--- src/rtl/freq_div_ctrl.sv ---
// freq_div_ctrl: divided-tick generator with handshaked ratio updates applied at period
// boundaries, continuous/burst modes and graceful stop. Macro FREQ_DIV_CTRL_STAT_EN adds tick_cnt_o.
`timescale 1ns/1ps
module freq_div_ctrl #(
  parameter int unsigned DIV_WIDTH   = 16,
  parameter int unsigned BURST_WIDTH = 16,
  parameter int unsigned DEFAULT_DIV = 2
) (
  input  logic                   clk_i,
  input  logic                   a_rst_i,
  input  logic [DIV_WIDTH-1:0]   cfg_div_i,
  input  logic                   cfg_valid_i,
  output logic                   cfg_ready_o,
  output logic                   cfg_err_o,
  input  logic [BURST_WIDTH-1:0] burst_len_i,
  input  logic                   start_i,
  input  logic                   stop_i,
  output logic                   tick_o,
  output logic                   busy_o,
  output logic                   done_o,
`ifdef FREQ_DIV_CTRL_STAT_EN
  output logic [31:0]            tick_cnt_o,
`endif
  output logic [DIV_WIDTH-1:0]   div_o
);

  localparam logic [DIV_WIDTH-1:0]   DIV_RST   = DIV_WIDTH'(DEFAULT_DIV);
  localparam logic [DIV_WIDTH-1:0]   DIV_ONE   = DIV_WIDTH'(1);
  localparam logic [BURST_WIDTH-1:0] BURST_ONE = BURST_WIDTH'(1);

  typedef enum logic [1:0] {IDLE, RUN, STOPPING} state_t;

  state_t                 state_q, state_d;
  logic [DIV_WIDTH-1:0]   cnt_q, cnt_d;
  logic [BURST_WIDTH-1:0] rem_q, rem_d;
  logic [DIV_WIDTH-1:0]   div_q, div_d;
  logic [DIV_WIDTH-1:0]   pend_div_q, pend_div_d;
  logic                   pend_q, pend_d;
  logic                   done_q, done_d;
  logic                   err_q, err_d;
  logic                   tick;
  logic                   cfg_fire;
  logic                   cfg_zero;
  logic [DIV_WIDTH-1:0]   seed_div;

  assign tick      = (state_q != IDLE) && (cnt_q == '0);
  assign cfg_fire  = cfg_valid_i && !pend_q;
  assign cfg_zero  = (cfg_div_i == '0);

  assign tick_o      = tick;
  assign busy_o      = (state_q != IDLE);
  assign done_o      = done_q;
  assign cfg_err_o   = err_q;
  assign cfg_ready_o = !pend_q;
  assign div_o       = div_q;

  always_comb begin
    // NOTE: every variable gets a default first so no path leaves it unassigned (no latches).
    state_d    = state_q;
    cnt_d      = cnt_q;
    rem_d      = rem_q;
    div_d      = div_q;
    pend_d     = pend_q;
    pend_div_d = pend_div_q;
    done_d     = 1'b0;
    err_d      = 1'b0;
    seed_div   = div_q;

    if (cfg_fire) begin
      if (cfg_zero) begin
        err_d = 1'b1;
      end else if (state_q == IDLE) begin
        div_d = cfg_div_i;
      end else begin
        pend_d     = 1'b1;
        pend_div_d = cfg_div_i;
      end
    end

    unique case (state_q)
      IDLE: begin
        // A value captured during the final tick of a run lands here.
        if (pend_q) begin
          div_d  = pend_div_q;
          pend_d = 1'b0;
        end
        if (cfg_fire && !cfg_zero) seed_div = cfg_div_i;
        else if (pend_q)           seed_div = pend_div_q;
        if (start_i && !stop_i) begin
          state_d = RUN;
          cnt_d   = seed_div - DIV_ONE;
          rem_d   = burst_len_i;
        end
      end
      RUN, STOPPING: begin
        if (tick) begin
          if (pend_q) begin
            div_d  = pend_div_q;
            pend_d = 1'b0;
            cnt_d  = pend_div_q - DIV_ONE;
          end else begin
            cnt_d  = div_q - DIV_ONE;
          end
          if (rem_q != '0) rem_d = rem_q - BURST_ONE;
          if ((rem_q == BURST_ONE) || (state_q == STOPPING) || stop_i) begin
            state_d = IDLE;
            done_d  = 1'b1;
          end
        end else begin
          cnt_d = cnt_q - DIV_ONE;
          if (stop_i) state_d = STOPPING;
        end
      end
      default: state_d = IDLE;
    endcase
  end

  // NOTE: sequential state uses non-blocking assignments so all registers update together.
  always_ff @(posedge clk_i or posedge a_rst_i) begin
    if (a_rst_i) begin
      state_q    <= IDLE;
      cnt_q      <= '0;
      rem_q      <= '0;
      div_q      <= DIV_RST;
      pend_q     <= 1'b0;
      pend_div_q <= '0;
      done_q     <= 1'b0;
      err_q      <= 1'b0;
    end else begin
      state_q    <= state_d;
      cnt_q      <= cnt_d;
      rem_q      <= rem_d;
      div_q      <= div_d;
      pend_q     <= pend_d;
      pend_div_q <= pend_div_d;
      done_q     <= done_d;
      err_q      <= err_d;
    end
  end

`ifdef FREQ_DIV_CTRL_STAT_EN
  logic [31:0] tick_cnt_q;

  always_ff @(posedge clk_i or posedge a_rst_i) begin
    if (a_rst_i) begin
      tick_cnt_q <= '0;
    end else if ((state_q == IDLE) && (state_d == RUN)) begin
      tick_cnt_q <= '0;
    end else if (tick) begin
      tick_cnt_q <= tick_cnt_q + 32'd1;
    end
  end

  assign tick_cnt_o = tick_cnt_q;
`endif

endmodule

--- config.mk ---
export PLATFORM = sky130hd
export DESIGN_NAME = freq_div_ctrl
export DESIGN_NICKNAME = d
export VERILOG_FILES = /design/src/rtl/freq_div_ctrl.sv
export SDC_FILE = /design/constraint.sdc
export NUM_CORES = 1
export LEC_CHECK = 0
export ABC_AREA = 0
export BUFFER_PORTS_ARGS = -buffer_cell sky130_fd_sc_hd__buf_2
export CORE_UTILIZATION = 30
export DETAILED_ROUTE_END_ITERATION = 10
export PLACE_DENSITY_LB_ADDON = 0.08
export REMOVE_ABC_BUFFERS = 1
export SLEW_MARGIN = 20
export SYNTH_ARGS = -nofsm -noshare
export SYNTH_HDL_FRONTEND = slang
export SYNTH_SLANG_ARGS = --single-unit
--- constraint.sdc ---
create_clock -name clk_i -period 5.48 [get_ports clk_i]
set_input_delay 0.822 -clock clk_i [delete_from_list [all_inputs] [get_ports clk_i]]
set_output_delay 0.822 -clock clk_i [all_outputs]
set_load 0.05 [all_outputs]
### After elaboration in Yosys (flattened, before gate mapping)

Index checks and enable logic that the tools add are counted.

| word-level totals | value |
|---|---|
| bits in registers | 69 |
| bits of input ports | 37 |
| output and inout port bits | 21 |
| word-level logic and storage cells | 76 |

| operators by class | value |
|---|---|
| add/subtract/negate cells | 5 |
| equality and inequality tests | 8 |
| multiplexer cells | 33 |
| bitwise operators | 2 |
| reductions and logical operators | 20 |

Operators with widths:

| kind | number |
|---|---|
| two-way mux 16 bit | 14 |
| case mux 16 bit (2 select lines) | 3 |
| subtractor 16 x 1 -> 16 bit (second input constant) | 5 |
| zero test 16 bit | 2 |
| equality test 16 x 1 -> 1 bit (second input constant) | 1 |
| nonzero test 16 bit | 1 |
| two-way mux 1 bit | 10 |
| two-way mux 2 bit | 4 |
| != test 3 bit (second input constant) | 2 |
| AND reduction 3 bit | 2 |
| logical AND 1 bit | 4 |
| != test 2 bit (second input constant) | 2 |
| case mux 2 bit (2 select lines) | 1 |
| AND reduction 4 bit | 1 |
| nonzero test 2 bit | 2 |
| zero test 1 bit | 3 |
| equality test 2 x 1 -> 1 bit (second input constant) | 1 |
| equality test 2 bit (second input constant) | 1 |
| zero test 2 bit | 1 |
| logical OR 1 bit | 2 |
| != test 2 x 1 -> 1 bit (second input constant) | 1 |
| NOT 1 bit | 2 |
| case mux 1 bit (2 select lines) | 1 |
| AND reduction 2 bit | 1 |
| OR reduction 2 bit | 1 |

### Depth between registers and ports, before layout

| logic depth | value |
|---|---|
| depth in word-level cells | 8 |
| mapped depth | 13 |
| depth with buffers taken out | 11 |

### Least setup slack after synthesis

No wires, ideal clock.

| path | value |
|---|---|
| path type | input to register |
| start | input cfg_div_i[8] |
| end | register cnt_q[15] |
| setup time | 0.132 ns |
| data arrival time | 2.919 ns |
| required time | 5.348 ns |
| setup slack | 2.429 ns |
| stages on the path | 9 |
| path buffers | 1 |
| cell sequence | nor4_1 a41o_1 buf_6 nand2_1 o221ai_1 nand4b_4 nor4_4 and4_1 o31ai_2 |

| between the ends | value |
|---|---|
| longest elaborated chain between the ends | 8 |

RTL lines:

| item | line | RTL |
|---|---|---|
| start, declared | 11 | `input logic [DIV_WIDTH-1:0] cfg_div_i,` |
| zero test 16 bit | 48 | `assign cfg_zero = (cfg_div_i == '0);` |
| zero test 1 bit | 87 | `if (cfg_fire && !cfg_zero) seed_div = cfg_div_i;` |
| logical AND 1 bit | 87 |  |
| two-way mux 16 bit (*) | 87 |  |
| two-way mux 16 bit (*) | 80 | `unique case (state_q)` |
| subtractor 16 x 1 -> 16 bit (*) | 91 | `cnt_d = seed_div - DIV_ONE;` |
| two-way mux 16 bit (*) | 89 | `if (start_i && !stop_i) begin` |
| case mux 16 bit (2 select lines) (*) | 80 |  |
| end signal, assigned | 131 | `cnt_q <= cnt_d;` |
| end, declared | 34 | `logic [DIV_WIDTH-1:0] cnt_q, cnt_d;` |

Every way passes the cells marked *; elsewhere a longest branch is shown, timed or not. The select of a mux whose other input is x is not followed.
A chain may end at the register's enable or synchronous reset.

### Worst setup path in the final report

| path | value |
|---|---|
| start | input cfg_div_i[14] |
| end | register cnt_q[15] |

Same word-level chain as after synthesis.

==> summary.md <==
| Metric | Value |
|---|---|
| CP delay by family, top | simple AND/OR/NAND/NOR gates |
| CTS root buffer | clkbuf_16 |
| Post-synthesis adder-cell area fraction | 1.778% |
| H-tree levels | 3 |
| Largest family of logic cells by synthesized area | compound AO/OA/AOI/OAI gates |
| Most common cell in the netlist | dfrtp_1 |
| Fillers | 1,405 |
| Setup TNS | 0 ns |
| Min-delay worst type | flop to flop |
| Pwr dens | 720.5 nW/um^2 |
| Die Wd | 120.6 um |
| Worst skew pair latency | 0.34 ns |
| Worst slew pin tran | 1.104 ns |
| CP Cell Sequence | buf_2 -> nor4_1 -> a41o_1 -> nand2_1 -> o221ai_1 -> nand4b_4 -> nor4_4 -> and4_1 -> o31ai_2 |
| Clk buf depth | 2 |
| Final setup margin | 1.683 ns |
| Overflow after GRT | 0 |
| Post-synth cell types | 54 |
| Critical Path Max Stage Delay | 0.71 ns |
| CP arrival | 4.00 ns |
| Post-synth top area cell | dfrtp_1 |
| Num ports | 58 |
| Max Slew Vio Count | 0 |
| Nets | 565 |
| Number of synthesized register bits | 69 |
| Slowest cell on the critical path | nor4_1 |
| Post-Route Utilization | 36.83% |
| Internal | 1.839 mW |
| Detailed Route Iter0 Violations | 224 |
| Clk pwr share | 15.6% |
| Lkg Pwr | 2.268 nW |
| Drt pass-1 iters | 4 |
| Sequential area share after synthesis | 40.92% |
| Number of buffers added on ports | 57 |
| Fin cells | 703 |
| Post-CTS Setup Bufs | 0 |
| Global-route wire length before repair | 20,750 um |
| Core area | 13,510 um^2 |
| Switching share of power | 48.70% |
| Detail Route Antenna Nets | 0 |
| Synth Area in Compound Gates | 19.91% |
| PostCTS Resize Cnt | 0 |
| Full die area | 14,550 um^2 |
| Via/cell ratio | 5.312 |
| Worst flop-to-flop path startpoint | state_q[0] |
| WP depth | 9 |
| Pre-CTS WS | 1.331 ns |
| Initial antenna violation count | 0 |
| Routability cong. | 0.8223 |
| Hpwl dp | 8759 um |
| Final Setup Violations | 0 |
| Status | completed |
| Fin crit share | 69.29% |
| Starting Density | 31.27% |
| Post-Syn Instances | 470 |
| Xor/xnor share of the synthesized area | 1.867% |
| Placed cells | 687 |
| CTS Sinks | 69 |
| Worst-case clock skew | 0.005828 ns |
| Relative slew slack | 26.42% |
| Synth Area in Simple Gates | 18.90% |
| P_sw | 1.745 mW |
| Worst VDD drop | 0.2256 mV |
| Die height | 120.6 um |
| Vias | 3,734 |
| R2R Path End | cnt_q[15] |
| Top FF cell, synth | dfrtp_1 |
| Hold Path Sink | cnt_q[9] |
| Yosys Warn Count | 0 |
| Top post-synthesis cells by area | dfrtp_1 (40%), mux2i_1 (7.6%), nor2_1 (5.2%) |
| CP Capture Type | flop |
| GRT Total Usage | 19.02% |
| CP Launch Type | input pin |
| Worst-path clk slew | 0.05 ns |
| Area Growth Syn to Fin | 17.78% |
| Hold Fails Final Rpt | 0 |
| Mux share of post-synthesis cell area | 12.65% |
| Wire length per cell | 18.30 um |
| ANT cells | 0 |
| RSZ-0062 raised after global routing | no |
| Post-synthesis instance area | 4223 um^2 |
| Synthesized area per cell | 8.985 um^2 |
| Post-synth ARST share | 100.0% |
| Hold_sp | cnt_q[9] |
| Worst hold path stage count | 2 |
| Worst Path Class, Setup | input pin to flop |
| Minimum clock period | 3.797 ns |
| Synth top area share | 40.30% |
| Worst-path fanout max | 20 |
| Row Count | 42 |
| Worst R2R Path Depth | 10 |
| Post-synth EDFFs | 0 |
| Max_cap viols | 0 |
| Design Power | 3.584 mW |
| Critical path buffers and inverters | 1 |
| CTS tree | yes |
| Sequential Power Share | 26.8% |
| Layout cells sized above 1 | 20.30% |
| CTS buffer count | 9 |
| Worst R2R Setup Slack | 1.83 ns |
| CTS Hold Bufs | 0 |
| Largest net degree at the start of global routing | 39 |
| CP required | 5.68 ns |
| Vias in the first global route | 3,683 |
| Top cells by count, synth | dfrtp_1 (68), nor2_1 (59), nand2_1 (52) |
| # DRC | 0 |
| Comb pwr share | 57.6% |
| Fmax | 263.4 MHz |
| Final WL | 12,870 um |
==> area by class of cell <==
type / instances / area (um^2) / area share (%)
clock inverter: 1 / 5.005 / 0.1006
inverter: 15 / 56.30 / 1.132
timing repair buffer: 65 / 345.3 / 6.943
clock buffer: 15 / 277.8 / 5.585
multi-input combinational: 362 / 2341 / 47.07
tap: 176 / 220.2 / 4.428
sequential: 69 / 1728 / 34.74
==> per-layer routing <==
metal	GRT usage [%]	vias to the layer above	share of wire, %
met5	0	-	0
met4	6.327	0	1.6
met3	3.868	14	3.5
met2	30.21	86	46
met1	25.69	1799	49
li1	-	1835	-
==> sequential cells by signal, summed over array words and instances (netlist names) <==
register	cells
rem_q	16
div_o	16
pend_div_q	16
cnt_q	16
state_q	2
pend_q	1
done_o	1
cfg_err_o	1
==> cells by family (layout without fill, tap and decap cells) <==
family                     Yosys count  count (layout)
xor gates and xnor gates             9               9
adders and majority gates            6               6
and+or+nand+nor                    167             167
AOI/OAI and AO/OA                  129             129
muxes                               51              51
buffers and inverters               39              96
DFF                                 69              69
==> power by group through the flow <==
stage	registers (mW)	logic, mW	clock network (mW)
final	0.959	2.06	0.560
after global routing	0.995	2.32	0.594
after CTS	0.958	2.08	0.580
after detailed placement	0.964	2.07	0
after global placement	0.961	2.06	0
after floorplan	1.01	1.44	0
==> how the worst max path moves through the flow <==
stage | startpoint | to
global route | cfg_div_i[14] | cnt_q[15]
detailed placement | cfg_div_i[14] | cnt_q[15]
global placement | cfg_div_i[14] | cnt_q[15]
finish | cfg_div_i[14] | cnt_q[15]
floorplan | state_q[0] | rem_q[6]
CTS | cfg_div_i[14] | cnt_q[15]
==> tightest hold or removal path, cell delays in order (launching register included) <==
cell and delay, ns:
dfrtp_1 0.37, nand2_1 0.06, o21ai_0 0.06
==> layout by cell type (no fill, tap or decap), types with 4 or more instances in the layout <==
cell type,Yosys,final
a211o_1,10,10
a211oi_1,15,15
a21oi_1,36,35
a31oi_1,4,4
buf_2,5,57
buf_4,0,8
clkbuf_16,0,9
dfrtp_1,68,68
ha_1,6,6
inv_1,14,13
mux2_2,19,19
mux2i_1,32,32
nand2_1,52,52
nand3_1,13,13
nand4_1,5,5
nor2_1,59,59
nor3_1,7,5
nor4_1,10,10
o21ai_0,22,22
o221ai_1,9,9
o22ai_1,12,12
o31ai_1,4,4
xor2_1,8,8
==> per-stage QoR <==
step                      instance area (um^2)  hold slack, ns
after global routing                      4974          0.5526
final                                     4974          0.5244
after floorplan                           4111          0.4715
after CTS                                 4974          0.5264
after detailed placement                  4691          0.5114
after global placement                    4691          0.4944
No activity file was read; power rests on OpenSTA's default activity.
